**config.mk**
```make
export PLATFORM = sky130hd
export DESIGN_NAME = axi_master_router
export DESIGN_NICKNAME = d
export VERILOG_FILES = /design/src/rtl/axi_master_router.sv
export SDC_FILE = /design/constraint.sdc
export NUM_CORES = 1
export LEC_CHECK = 0
export CELL_PAD_IN_SITES_DETAIL_PLACEMENT = 0
export CELL_PAD_IN_SITES_GLOBAL_PLACEMENT = 2
export CORE_UTILIZATION = 15
export CTS_BUF_LIST = sky130_fd_sc_hd__clkbuf_8
export DETAILED_ROUTE_END_ITERATION = 10
export PLACE_DENSITY_LB_ADDON = 0.1
export SYNTH_ARGS = -nofsm -noshare
export SYNTH_HDL_FRONTEND = slang
export SYNTH_SLANG_ARGS = --single-unit
export TNS_END_PERCENT = 5
```
**constraint.sdc**
```tcl
create_clock -name ACLK -period 1.7 [get_ports ACLK]
set_clock_uncertainty 0.15 [all_clocks]
set_input_delay 0.17 -clock ACLK [delete_from_list [all_inputs] [get_ports ACLK]]
set_output_delay 0.17 -clock ACLK [all_outputs]
set_load 0.01 [all_outputs]
```
**src/rtl/axi_master_router.sv**
```systemverilog
// axi_master_router: 1-to-N AXI4 address-decoding router.
// One outstanding write and one outstanding read; unmapped -> DECERR.
module axi_master_router #(
  parameter int AXI_ID_WIDTH     = 1,
  parameter int AXI_DATA_WIDTH   = 32,
  parameter int AXI_ADDR_WIDTH   = 8,
  parameter int AXI_SLAVE_PORT   = 2,
  parameter int SEL_BITS         = 1,
  parameter int AXI_AWCHAN_WIDTH = AXI_ID_WIDTH + AXI_ADDR_WIDTH + 13,
  parameter int AXI_ARCHAN_WIDTH = AXI_ID_WIDTH + AXI_ADDR_WIDTH + 13,
  parameter int AXI_WDCHAN_WIDTH = AXI_DATA_WIDTH + AXI_DATA_WIDTH/8 + 1,
  parameter int AXI_WBCHAN_WIDTH = AXI_ID_WIDTH + 2,
  parameter int AXI_RDCHAN_WIDTH = AXI_ID_WIDTH + AXI_DATA_WIDTH + 3
) (
  input  logic                        ACLK,
  input  logic                        ARESETN,
  input  logic [AXI_ID_WIDTH-1:0]     S_AXI_AWID,
  input  logic [AXI_ADDR_WIDTH-1:0]   S_AXI_AWADDR,
  input  logic [7:0]                  S_AXI_AWLEN,
  input  logic [2:0]                  S_AXI_AWSIZE,
  input  logic [1:0]                  S_AXI_AWBURST,
  input  logic                        S_AXI_AWVALID,
  output logic                        S_AXI_AWREADY,
  input  logic [AXI_DATA_WIDTH-1:0]   S_AXI_WDATA,
  input  logic [AXI_DATA_WIDTH/8-1:0] S_AXI_WSTRB,
  input  logic                        S_AXI_WLAST,
  input  logic                        S_AXI_WVALID,
  output logic                        S_AXI_WREADY,
  output logic [AXI_ID_WIDTH-1:0]     S_AXI_BID,
  output logic [1:0]                  S_AXI_BRESP,
  output logic                        S_AXI_BVALID,
  input  logic                        S_AXI_BREADY,
  input  logic [AXI_ID_WIDTH-1:0]     S_AXI_ARID,
  input  logic [AXI_ADDR_WIDTH-1:0]   S_AXI_ARADDR,
  input  logic [7:0]                  S_AXI_ARLEN,
  input  logic [2:0]                  S_AXI_ARSIZE,
  input  logic [1:0]                  S_AXI_ARBURST,
  input  logic                        S_AXI_ARVALID,
  output logic                        S_AXI_ARREADY,
  output logic [AXI_ID_WIDTH-1:0]     S_AXI_RID,
  output logic [AXI_DATA_WIDTH-1:0]   S_AXI_RDATA,
  output logic [1:0]                  S_AXI_RRESP,
  output logic                        S_AXI_RLAST,
  output logic                        S_AXI_RVALID,
  input  logic                        S_AXI_RREADY,
  output logic [AXI_AWCHAN_WIDTH*AXI_SLAVE_PORT-1:0] M_AXI_AWCH_o,
  output logic [AXI_SLAVE_PORT-1:0]   M_AXI_AWCH_VALID_o,
  input  logic [AXI_SLAVE_PORT-1:0]   M_AXI_AWCH_READY_i,
  output logic [AXI_WDCHAN_WIDTH*AXI_SLAVE_PORT-1:0] M_AXI_WCH_o,
  output logic [AXI_SLAVE_PORT-1:0]   M_AXI_WCH_VALID_o,
  input  logic [AXI_SLAVE_PORT-1:0]   M_AXI_WCH_READY_i,
  input  logic [AXI_WBCHAN_WIDTH*AXI_SLAVE_PORT-1:0] M_AXI_BCH_i,
  input  logic [AXI_SLAVE_PORT-1:0]   M_AXI_BCH_VALID_i,
  output logic [AXI_SLAVE_PORT-1:0]   M_AXI_BCH_READY_o,
  output logic [AXI_ARCHAN_WIDTH*AXI_SLAVE_PORT-1:0] M_AXI_ARCH_o,
  output logic [AXI_SLAVE_PORT-1:0]   M_AXI_ARCH_VALID_o,
  input  logic [AXI_SLAVE_PORT-1:0]   M_AXI_ARCH_READY_i,
  input  logic [AXI_RDCHAN_WIDTH*AXI_SLAVE_PORT-1:0] M_AXI_RCH_i,
  input  logic [AXI_SLAVE_PORT-1:0]   M_AXI_RCH_VALID_i,
  output logic [AXI_SLAVE_PORT-1:0]   M_AXI_RCH_READY_o
);

  localparam int N   = AXI_SLAVE_PORT;
  localparam int IDW = AXI_ID_WIDTH;
  localparam int AWW = AXI_AWCHAN_WIDTH;
  localparam int ARW = AXI_ARCHAN_WIDTH;
  localparam int WW  = AXI_WDCHAN_WIDTH;
  localparam int BW  = AXI_WBCHAN_WIDTH;
  localparam int RW  = AXI_RDCHAN_WIDTH;
  localparam int SW  = SEL_BITS + 1;
  localparam logic [SEL_BITS:0] NP = SW'(AXI_SLAVE_PORT);

  typedef enum logic [2:0] {
    W_IDLE, W_ADDR, W_DATA, W_RESP, W_ERR_DATA, W_ERR_RESP
  } w_state_t;

  typedef enum logic [1:0] {
    R_IDLE, R_ADDR, R_DATA, R_ERR
  } r_state_t;

  w_state_t wr_st;
  r_state_t rd_st;

  logic                aw_rdy, ar_rdy;
  logic [AWW-1:0]      aw_q;
  logic [ARW-1:0]      ar_q;
  logic [SEL_BITS-1:0] aw_idx, ar_idx;
  logic [SEL_BITS-1:0] aw_sel, ar_sel;
  logic                aw_hit, ar_hit;
  logic                aw_go, ar_go;
  logic [7:0]          r_cnt;
  logic [IDW-1:0]      aw_id, ar_id;
  logic [7:0]          ar_len;

  assign S_AXI_AWREADY = aw_rdy;
  assign S_AXI_ARREADY = ar_rdy;
  assign aw_sel = S_AXI_AWADDR[AXI_ADDR_WIDTH-1 -: SEL_BITS];
  assign ar_sel = S_AXI_ARADDR[AXI_ADDR_WIDTH-1 -: SEL_BITS];
  assign aw_hit = {1'b0, aw_sel} < NP;
  assign ar_hit = {1'b0, ar_sel} < NP;
  assign aw_id  = aw_q[AWW-1 -: IDW];
  assign ar_id  = ar_q[ARW-1 -: IDW];
  assign ar_len = ar_q[AXI_ADDR_WIDTH+5 +: 8];

  // Write FSM: accepts AW, routes W, returns B (or local DECERR).
  always_ff @(posedge ACLK or negedge ARESETN) begin
    if (!ARESETN) begin
      wr_st  <= W_IDLE;
      aw_rdy <= 1'b0;
      aw_q   <= '0;
      aw_idx <= '0;
    end else begin
      case (wr_st)
        W_IDLE: begin
          aw_rdy <= 1'b1;
          if (aw_rdy && S_AXI_AWVALID) begin
            aw_rdy <= 1'b0;
            aw_idx <= aw_sel;
            aw_q   <= {S_AXI_AWID, S_AXI_AWLEN, S_AXI_AWSIZE,
                       S_AXI_AWBURST, S_AXI_AWADDR};
            wr_st  <= aw_hit ? W_ADDR : W_ERR_DATA;
          end
        end
        W_ADDR:
          if (aw_go) wr_st <= W_DATA;
        W_DATA:
          if (S_AXI_WVALID && S_AXI_WREADY && S_AXI_WLAST)
            wr_st <= W_RESP;
        W_RESP:
          if (S_AXI_BVALID && S_AXI_BREADY) begin
            wr_st  <= W_IDLE;
            aw_rdy <= 1'b1;
          end
        W_ERR_DATA:
          if (S_AXI_WVALID && S_AXI_WLAST) wr_st <= W_ERR_RESP;
        W_ERR_RESP:
          if (S_AXI_BREADY) begin
            wr_st  <= W_IDLE;
            aw_rdy <= 1'b1;
          end
        default: wr_st <= W_IDLE;
      endcase
    end
  end

  // Write-side steering: only port aw_idx sees any VALID/READY.
  always_comb begin
    M_AXI_AWCH_o       = '0;
    M_AXI_AWCH_VALID_o = '0;
    M_AXI_WCH_o        = '0;
    M_AXI_WCH_VALID_o  = '0;
    M_AXI_BCH_READY_o  = '0;
    S_AXI_WREADY       = 1'b0;
    S_AXI_BVALID       = 1'b0;
    S_AXI_BRESP        = '0;
    S_AXI_BID          = '0;
    aw_go              = 1'b0;
    for (int k = 0; k < N; k++) begin
      if (aw_idx == SEL_BITS'(k)) begin
        if (wr_st == W_ADDR) begin
          M_AXI_AWCH_o[k*AWW +: AWW] = aw_q;
          M_AXI_AWCH_VALID_o[k]      = 1'b1;
          aw_go                      = M_AXI_AWCH_READY_i[k];
        end
        if (wr_st == W_DATA) begin
          M_AXI_WCH_o[k*WW +: WW] =
            {S_AXI_WDATA, S_AXI_WSTRB, S_AXI_WLAST};
          M_AXI_WCH_VALID_o[k] = S_AXI_WVALID;
          S_AXI_WREADY         = M_AXI_WCH_READY_i[k];
        end
        if (wr_st == W_RESP) begin
          {S_AXI_BRESP, S_AXI_BID} = M_AXI_BCH_i[k*BW +: BW];
          S_AXI_BVALID             = M_AXI_BCH_VALID_i[k];
          M_AXI_BCH_READY_o[k]     = S_AXI_BREADY;
        end
      end
    end
    if (wr_st == W_ERR_DATA) S_AXI_WREADY = 1'b1;
    if (wr_st == W_ERR_RESP) begin
      S_AXI_BVALID = 1'b1;
      S_AXI_BRESP  = 2'b11;
      S_AXI_BID    = aw_id;
    end
  end

  // Read FSM: accepts AR, routes R, or generates ARLEN+1 DECERR beats.
  always_ff @(posedge ACLK or negedge ARESETN) begin
    if (!ARESETN) begin
      rd_st  <= R_IDLE;
      ar_rdy <= 1'b0;
      ar_q   <= '0;
      ar_idx <= '0;
      r_cnt  <= '0;
    end else begin
      case (rd_st)
        R_IDLE: begin
          ar_rdy <= 1'b1;
          if (ar_rdy && S_AXI_ARVALID) begin
            ar_rdy <= 1'b0;
            ar_idx <= ar_sel;
            r_cnt  <= '0;
            ar_q   <= {S_AXI_ARID, S_AXI_ARLEN, S_AXI_ARSIZE,
                       S_AXI_ARBURST, S_AXI_ARADDR};
            rd_st  <= ar_hit ? R_ADDR : R_ERR;
          end
        end
        R_ADDR:
          if (ar_go) rd_st <= R_DATA;
        R_DATA:
          if (S_AXI_RVALID && S_AXI_RREADY && S_AXI_RLAST) begin
            rd_st  <= R_IDLE;
            ar_rdy <= 1'b1;
          end
        R_ERR:
          if (S_AXI_RREADY) begin
            if (r_cnt == ar_len) begin
              rd_st  <= R_IDLE;
              ar_rdy <= 1'b1;
            end else begin
              r_cnt <= r_cnt + 8'd1;
            end
          end
        default: rd_st <= R_IDLE;
      endcase
    end
  end

  // Read-side steering and local error beat generation.
  always_comb begin
    M_AXI_ARCH_o       = '0;
    M_AXI_ARCH_VALID_o = '0;
    M_AXI_RCH_READY_o  = '0;
    S_AXI_RVALID       = 1'b0;
    S_AXI_RDATA        = '0;
    S_AXI_RRESP        = '0;
    S_AXI_RLAST        = 1'b0;
    S_AXI_RID          = '0;
    ar_go              = 1'b0;
    for (int k = 0; k < N; k++) begin
      if (ar_idx == SEL_BITS'(k)) begin
        if (rd_st == R_ADDR) begin
          M_AXI_ARCH_o[k*ARW +: ARW] = ar_q;
          M_AXI_ARCH_VALID_o[k]      = 1'b1;
          ar_go                      = M_AXI_ARCH_READY_i[k];
        end
        if (rd_st == R_DATA) begin
          {S_AXI_RDATA, S_AXI_RRESP, S_AXI_RLAST, S_AXI_RID} =
            M_AXI_RCH_i[k*RW +: RW];
          S_AXI_RVALID         = M_AXI_RCH_VALID_i[k];
          M_AXI_RCH_READY_o[k] = S_AXI_RREADY;
        end
      end
    end
    if (rd_st == R_ERR) begin
      S_AXI_RVALID = 1'b1;
      S_AXI_RRESP  = 2'b11;
      S_AXI_RLAST  = (r_cnt == ar_len);
      S_AXI_RID    = ar_id;
    end
  end

endmodule

```
==> results of run 1 <==
## cell usage after synthesis, types with 2 or more instances
master	count
and2_1	166
nand2_1	82
dfrtp_1	59
nor2_1	43
mux2i_1	41
mux2_1	17
clkbuf_1	16
o21ai_0	13
buf_2	12
mux2_2	10
xnor2_1	8
nand2b_1	7
and3_1	6
buf_4	6
clkbuf_2	6
nor3_1	6
a21oi_1	5
inv_1	5
o21a_1	4
a211o_1	3
and4_1	3
nand3_1	3
nand4_1	3
nor4b_2	3
and3b_1	2
buf_1	2
buf_6	2
nor2b_1	2
nor3b_1	2
o211ai_1	2
## where the power goes
| part | internal [W] | switching [W] | total (W) |
|---|---|---|---|
| registers | 0.00202 | 0.000551 | 0.00257 |
| clock network | 0.000944 | 0.000611 | 0.00156 |
| logic | 0.00462 | 0.00390 | 0.00852 |
| total | 0.00759 | 0.00506 | 0.0126 |
## sequential cells by signal, indices dropped and copies added (netlist names)
| register | flops |
|---|---|
| S_AXI_ARREADY | 1 |
| S_AXI_AWREADY | 1 |
| ar_q | 22 |
| aw_q | 22 |
| r_cnt | 8 |
| rd_st | 2 |
| wr_st | 3 |
## layout make-up
cell class,count,share of cell area [%]
Timing Repair Buffer,490,44.4
Multi-Input combinational cell,452,32.6
Sequential cell,59,15.3
Tap cell,390,5.03
Clock buffer,12,1.70
Clock inverter,4,0.748
Inverter,5,0.193
## metal layers
metal  track usage [%]  routed length [um]  vias to the layer above
met5                 0                   0                        -
met4              1.92                 102                        0
met3              3.75                1660                        6
met2              23.8               11000                      214
met1              15.9                8790                     2498
li1                  -                   -                     2732
## worst max-delay path by stage
| stage | from | endpoint | slack [ns] | cells past startpoint |
|---|---|---|---|---|
| 2_1_floorplan | wr_st[2] | M_AXI_WCH_o[53] | -0.03 | 6 |
| 3_3_place_gp | aw_q[7] | M_AXI_AWCH_o[20] | -0.43 | 5 |
| 3_5_place_dp | aw_q[7] | M_AXI_AWCH_o[20] | -0.42 | 5 |
| 4_1_cts | wr_st[2] | M_AXI_WCH_o[7] | -0.46 | 6 |
| 5_1_grt | wr_st[2] | M_AXI_WCH_VALID_o[0] | -0.47 | 7 |
| 6_report | wr_st[2] | M_AXI_WCH_o[24] | -0.38 | 7 |
## layout by cell type (no fill, tap or decap), types with 3 or more instances in the layout
cell type,instances
inv_1,6
buf_6,56
dlygate4sd2_1,3
buf_4,60
buf_8,5
nor2_1,42
clkbuf_2,17
nand4_1,3
and4_1,3
dfrtp_1,54
mux2_2,8
nand2b_1,4
mux2i_1,39
clkbuf_8,12
o21ai_1,6
nand2_1,82
clkdlybuf4s50_1,175
mux2_4,6
buf_2,132
and2_4,29
nand3_1,3
buf_16,3
and3_1,5
and2_1,137
a211o_1,3
o21a_1,4
xnor2_1,8
buf_12,11
clkdlybuf4s15_2,24
mux2_1,13
nor3_4,4
o21ai_0,7
dfrtp_2,5
a21oi_1,5
## worst max-delay path, cell delays in order, from the launching register on
cell	delay, ns
dfrtp_2	0.42
nand2b_4	0.17
nor3_4	0.19
buf_4	0.15
buf_6	0.10
buf_16	0.13
and2_1	0.13
buf_2	0.12
## repair_timing
action	CTS	global route
hold buffers	1	0
setup buffers	16	3
endpoints found under the hold margin	59	0
pin swaps	66	27
gates cloned	7	1
endpoints found under the setup margin	260	271
resized for setup	831	118
## through the flow
step | cell area, um^2 | hold WS [ns] | instances | TNS, ns | setup WS (ns)
after floorplan | 4650 | -0.276 | 560 | -1.40 | -0.0327
after global placement | 9540 | 0.0650 | 1371 | -70.07 | -0.426
after detailed placement | 9540 | 0.0650 | 1371 | -70.01 | -0.415
after CTS | 9660 | 0.176 | 1411 | -75.12 | -0.458
after global routing | 9700 | 0.192 | 1412 | -79.23 | -0.473
final | 9700 | 0.198 | 1412 | -56.06 | -0.378
## kinds of logic (layout without fill, tap and decap cells)
logic type	count (synthesis)	after routing
flops	59	59
xor+xnor	8	8
compound gates	39	39
other cells	1	2
buf+inv	49	511
fa+ha+maj	1	1
simple gates	334	334
mux	68	68
==> metrics.txt, run 1 <==
hold path endpoint ar_q[19]; top cells by area, synth dfrtp_1 32%, and2_1 22%, mux2i_1 8.9%, nand2_1 6.6%, mux2_1 4.1%; minimum clock period 2.08 ns; final setup vio count 246; GRT Total Usage 13.3%; area grow syn2layout 109%; # fillers 3232; Post-synth top flop dfrtp_1; number of instances in the synthesized netlist 559; Hold Fails Final Rpt 0; cell area after synthesis 4630 um^2; via count 5450; TritonCTS Buffers 9; DRC viols 0; row count 63; Post-synth EDFFs 0; input/output buffers 389; Final Max Slew Viols 0; Synth Area in Adders 0.270%; PnR worst setup slack -0.378 ns; first-pass GRT wire length 32200 um; First-pass DRT Iterations 4; Synth Area in Compound Gates 6.13%; Synth cell types 50; crit-path max FO 19; RSZ-0062 raised after global routing true; origin of the critical flop-to-flop path rd_st[1]; placer congestion estimate 0.715; hold depth 3; CP Class reg -> out; largest family of logic cells by synthesized area simple AND/OR/NAND/NOR gates; Worst-path clk slew 0.07 ns; 1st-iter DRT viols 150; Reg2Reg Depth 7; maximum vdd drop 0.418 mV; total grt overflow 0; Tot Pwr 0.0126 W; area of the die 31600 um^2; max frequency 0.481 GHz; Hold Path Origin S_AXI_ARLEN[6]; Worst EP arrival 1.76 ns; asr flop ratio synth 100%; vias in the first global route 5479; Synth top area share 31.9%; Nets 1194; Worst R2R End r_cnt[5]; Clock Path Buffers 2; Clk Latency, worst-skew pair 0.34 ns; via/cell ratio 3.86; share of layout cells above drive strength 1 39.2%; startpoint types register; status finished, violations left; ANT nets after route 0; Final Util 32.3%; Tcrit/Tclk final 122%; CTS sink cnt 59; dpl hpwl 16100 um; initial antenna violation count 0; # H-tree levels 3; area of the multi-input gates 3160 um^2; sequential area share after synthesis 31.9%; Leak 4.72 nW; DIE WIDTH 178 um; Storage cell area 1480 um^2; Power Density 1300 nW/um^2; largest net degree at the start of global routing 60; Initial Utilization 15.4%; core area 30000 um^2; failing checks setup timing; largest area contributor in the netlist dfrtp_1; endpoint class of the critical path output pin; Worst Path Required 1.38 ns; simple-gate portion of the synthesized area 39.4%; DIE HEIGHT 178 um; Worst Hold Class in -> reg; mux contribution to synthesized area 15.4%; yosys warns 0; CTS tree done; I/O pin count 392; root buffer cell clkbuf_8; number of max-cap violations 0; Synth Area in XOR/XNOR 1.51%; #FFs+latches synth 59; syn avg cell area 8.29 um^2; ant diodes 0; FF-to-FF setup slack -0.28 ns; routed wire length 21600 um; Avg WL per Cell 15.3 um
Power figures use the tool's default switching activity.
==> run 2, diff against run 1 <==
SKIP_CTS_REPAIR_TIMING = 1   (was unset)
==> run 2 against run 1 <==
  * The run still ends with setup timing left
  * Non-clock buffer count rose by 16
  * Clock power is essentially flat
  * Flip-flop and latch count did not move
  * Utilization increased by 0.25 points
  * Sequential share of layout area is 0.12 points lower
  * Power up 3.5%
  * Highest routed layer unchanged
  * Critical path type unchanged
==> metrics.txt, run 2 (synthesis gave the netlist of run 1 again) <==
Clock Path Buffers 2; commonest non-fill, non-tap cells in the layout 175 x clkdlybuf4s50_1, 136 x and2_1, 112 x buf_2, 82 x nand2_1, 71 x buf_4; ANT nets after route 0; crit-path max FO 5; maximum vdd drop 0.419 mV; FF-to-FF setup slack -0.36 ns; Nets 1210; Worst Path Buf+Inv 4; dpl hpwl 16100 um; endpoint class of the critical path output pin; vias in the first global route 5295; I/O pin count 392; final setup vio count 268; crit path to M_AXI_WCH_o[1]; DRC viols 0; largest net degree at the start of global routing 60; CTS tree done; total grt overflow 0; CTS sink cnt 59; Power Density 1340 nW/um^2; crit path cell chain buf_4, nand2b_4, nor3_4, buf_6, clkbuf_16, and2_1, buf_2; row count 63; placer congestion estimate 0.715; share of layout cells above drive strength 1 39.9%; Avg WL per Cell 15.6 um; CP Depth 7; Reg2Reg Depth 6; routed wire length 22300 um; placed cell area 9540 um^2; status finished, violations left; area of the die 31600 um^2; PnR worst setup slack -0.458 ns; via/cell ratio 3.85; Final Max Slew Viols 0; Initial Utilization 15.4%; CP Class reg -> out; core area 30000 um^2; met2 wire length 11300 um; net switching power 0.00519 W; ant diodes 0; metal3 WL 1620 um; Worst Hold Class in -> async; Clock Power Share 11.9%; number of max-cap violations 0; top layer in use met4; pre-CTS WS -0.415 ns; # fillers 3233; RSZ-0062 raised after global routing true; startpoint types register; setup_tns -74.71 ns; most common cell after layout, fill and taps aside clkdlybuf4s50_1; First-pass DRT Iterations 4; switching share of power 39.7%; area of the multi-input gates 3140 um^2; met1 WL 9250 um; Hold Fails Final Rpt 0; failing checks setup timing; Worst EP arrival 1.84 ns; first-pass GRT wire length 30300 um; CP delay by family, top buffers and inverters; max frequency 0.463 GHz; area grow syn2layout 111%; DIE WIDTH 178 um; # H-tree levels 3; sequential fraction of design power 19.4%; Design Area, Final 9780 um^2; Worst R2R End wr_st[0]; TritonCTS Buffers 9; CP max stage delay 0.41 ns; 1st-iter DRT viols 161; via count 5499; Final Util 32.6%; Clk Latency, worst-skew pair 0.35 ns; Worst Path Required 1.38 ns; origin of the critical flop-to-flop path wr_st[0]; minimum clock period 2.16 ns; Leak 4.90 nW; initial antenna violation count 0; GRT Total Usage 12.3%; Tcrit/Tclk final 127%; DIE HEIGHT 178 um; root buffer cell clkbuf_8; Comb power frac 68.8%; Top Registers ar_q (22), aw_q (22), r_cnt (8); input/output buffers 389; Storage cell area 1480 um^2; Worst-path clk slew 0.08 ns; Internal 0.00790 W; CP max stage cell dfrtp_2; Setup crit start wr_st[2]
-- run 2: cell types whose count changed in the layout (fill, tap and decap cells not counted), sizes merged --
cell	previous run	this run
buf	267	262
clkdlybuf4s15	24	0
dlymetal6s2s	1	7
dlygate4sd2	3	0
clkbuf	31	73
-- run 2: how the worst min path moves through the flow --
stage / startpoint / end / depth (start not counted)
3_3_place_gp: ARESETN / aw_q[16] / 2
5_1_grt: S_AXI_ARADDR[3] / ar_q[3] / 3
4_1_cts: ARESETN / aw_q[5] / 2
6_report: ARESETN / aw_q[5] / 3
2_1_floorplan: ARESETN / S_AXI_ARREADY / 0
3_5_place_dp: ARESETN / aw_q[5] / 2
-- run 2: stage by stage --
step                power (W)  std cells  hold slack [ns]
floorplan             0.00617        560           -0.276
global placement       0.0111       1371           0.0650
detailed placement     0.0110       1371           0.0650
CTS                    0.0126       1387           -0.328
global route           0.0141       1428            0.192
finish                 0.0131       1428            0.196
-- run 2: routing by layer --
| layer | GRT usage (%) | vias up |
|---|---|---|
| met5 | 0 | - |
| met4 | 1.82 | 0 |
| met3 | 3.90 | 5 |
| met2 | 21.7 | 211 |
| met1 | 14.8 | 2513 |
| li1 | - | 2770 |
-- run 2: area by class of cell --
class	instances	area share, %
clock buffers	12	1.69
clock inverters	4	0.742
inverters	5	0.192
multi-input cells	452	32.1
flip-flops and latches	59	15.2
well taps	390	4.99
repair buffers	506	45.1
-- run 2: worst reg2reg max path, delay by kind of cell, from the launching register on --
kind,cells,cell delay (ns)
and+or+nand+nor,2,0.27
AOI/OAI and AO/OA,3,0.92
buffers and inverters,1,0.19
DFF,1,0.47
-- run 2: power groups by stage --
stage | logic [W] | clock network [W] | registers, W
after detailed placement | 0.00842 | 0 | 0.00254
after global routing | 0.00977 | 0.00169 | 0.00264
after CTS | 0.00846 | 0.00162 | 0.00252
final | 0.00900 | 0.00155 | 0.00253
after floorplan | 0.00381 | 0 | 0.00236
after global placement | 0.00852 | 0 | 0.00253
==> run 3, diff against run 2 <==
CORE_UTILIZATION = 18   (was 15)
clock period = 2.5 ns   (was 1.7 ns; I/O delays follow)
==> run 3 against run 2 <==
  * The flow still finishes with violations (setup timing)
  * Hold slack improved by 0.090 ns
  * Cell count decreased by 10%
  * Non-clock buffer count fell by 87
  * Clock-buffer cell count is 1 lower
  * Register-to-register slack improved by 0.82 ns
  * Wire length down 14%
  * First-iteration DRC count decreased by 13%
  * Global-route usage rose by 1.3 points
  * Utilization increased by 4.7 points
  * Flip-flop and latch count unchanged
  * Critical path type unchanged
  * Largest cell class unchanged
==> metrics.txt, run 3 (synthesis gave the netlist of run 1 again) <==
status finished, violations left; failing checks setup timing; Leak 4.77 nW; Clock Path Buffers 2; Top Registers ar_q (22), aw_q (22), r_cnt (8); Reg2Reg Depth 6; CP max stage cell clkdlybuf4s50_1; DRC viols 0; CTS sink cnt 59; most common cell after layout, fill and taps aside clkdlybuf4s50_1; Nets 1123; commonest non-fill, non-tap cells in the layout 333 x clkdlybuf4s50_1, 166 x and2_1, 82 x nand2_1, 55 x dlymetal6s2s_1, 54 x dfrtp_1; area grow syn2layout 103%; input/output buffers 389; root buffer cell clkbuf_8; crit path to M_AXI_AWCH_o[11]; Tcrit/Tclk final 103%; via count 5207; origin of the critical flop-to-flop path wr_st[0]; GRT Total Usage 13.6%; FF-to-FF setup slack 0.46 ns; Tot Pwr 0.00766 W; via/cell ratio 4.06; maximum vdd drop 0.389 mV; share of layout cells above drive strength 1 7.99%; Worst EP arrival 2.17 ns; TritonCTS Buffers 9; 1st-iter DRT viols 140; row count 58; WHS 0.286 ns; dpl hpwl 15000 um; CP Class reg -> out; startpoint types register; # fillers 2592; Worst Hold Class in -> async; Worst Path Required 2.10 ns; largest net degree at the start of global routing 60; CTS tree done; Final Max Slew Viols 0; ant diodes 0; core area 25200 um^2; DIE WIDTH 162 um; first-pass GRT wire length 28200 um; minimum clock period 2.57 ns; total grt overflow 0; area of the die 26400 um^2; RSZ-0062 raised after global routing true; max frequency 0.389 GHz; I/O pin count 392; DIE HEIGHT 162 um; Power Density 816 nW/um^2; endpoint class of the critical path output pin; Setup crit start aw_q[7]; Avg WL per Cell 15.0 um; routed wire length 19200 um; crit-path max FO 23; PnR worst setup slack -0.0679 ns; Hold Fails Final Rpt 0; CP max stage delay 0.54 ns; initial antenna violation count 0; # H-tree levels 3; ANT nets after route 0; final setup vio count 14; Initial Utilization 18.4%; Worst R2R End wr_st[0]; number of max-cap violations 0; Worst-path clk slew 0.07 ns; Clk Latency, worst-skew pair 0.34 ns; placer congestion estimate 0.766; crit path cell chain buf_4, nor4b_2, buf_6, and2_1, clkdlybuf4s50_1; vias in the first global route 5105; First-pass DRT Iterations 4
run 3: changes by cell type in the layout (fill, tap and decap cells not counted), moves of 7 or more:
cell             previous run  this run
clkbuf_2                   55         0
clkdlybuf4s50_1           175       333
buf_12                     14         4
dlymetal6s2s_1              7        55
buf_8                       7         0
and2_4                     30         0
buf_4                      71        22
buf_2                     112         1
and2_1                    136       166
buf_6                      58         3
run 3: report_power, final:
| group | total, W | internal [W] | leakage [nW] | switching (W) |
|---|---|---|---|---|
| Sequential | 0.00180 | 0.00138 | 0.724 | 0.000415 |
| Clock | 0.000908 | 0.000510 | 0.110 | 0.000398 |
| Combinational | 0.00496 | 0.00275 | 3.94 | 0.00220 |
| Total | 0.00766 | 0.00464 | 4.77 | 0.00302 |
run 3: critical path, delay by kind of cell, from the launching register on:
kind	cells	cell delay, ns
DFF	1	0.39
and+or+nand+nor	2	0.48
buffers and inverters	3	0.96
run 3: how the worst min path moves through the flow:
stage	from	endpoint	slack (ns)	cells after the start
6_report	ARESETN	aw_q[5]	0.29	3
2_1_floorplan	ARESETN	S_AXI_ARREADY	-0.20	0
3_5_place_dp	ARESETN	aw_q[5]	0.14	2
5_1_grt	S_AXI_ARBURST[0]	ar_q[8]	0.27	3
4_1_cts	ARESETN	aw_q[5]	-0.24	2
3_3_place_gp	ARESETN	aw_q[5]	0.14	2
run 3: final cells by class:
| class | instances | area (um^2) | share of cell area, % |
|---|---|---|---|
| timing repair buffer | 419 | 4320 | 46.0 |
| multi-input combinational | 452 | 2950 | 31.4 |
| sequential | 59 | 1490 | 15.8 |
| tap | 330 | 413 | 4.40 |
| clock buffer | 11 | 151 | 1.61 |
| clock inverter | 5 | 52.6 | 0.560 |
| inverter | 5 | 18.8 | 0.200 |
run 3: metrics by stage:
step / instance area, um^2 / utilization (%) / TNS, ns / instances / worst slack (ns)
after floorplan: 4640 / - / 0 / 560 / 0.684
after global placement: 8940 / 35.5 / 0 / 1257 / 0.242
after detailed placement: 8940 / 35.5 / 0 / 1257 / 0.222
after CTS: 9150 / 36.3 / -9.55 / 1273 / -0.169
after global routing: 9380 / 37.3 / -6.69 / 1281 / -0.186
final: 9380 / 37.3 / -0.560 / 1281 / -0.0679
run 3: per-layer routing:
metal | vias to the layer above | GRT usage, % | part of all wire (%)
li1 | 2591 | - | -
met2 | 204 | 25.3 | 53
met5 | - | 0 | 0
met1 | 2398 | 15.2 | 38
met4 | 0 | 2.74 | 0.82
met3 | 14 | 4.25 | 8.1
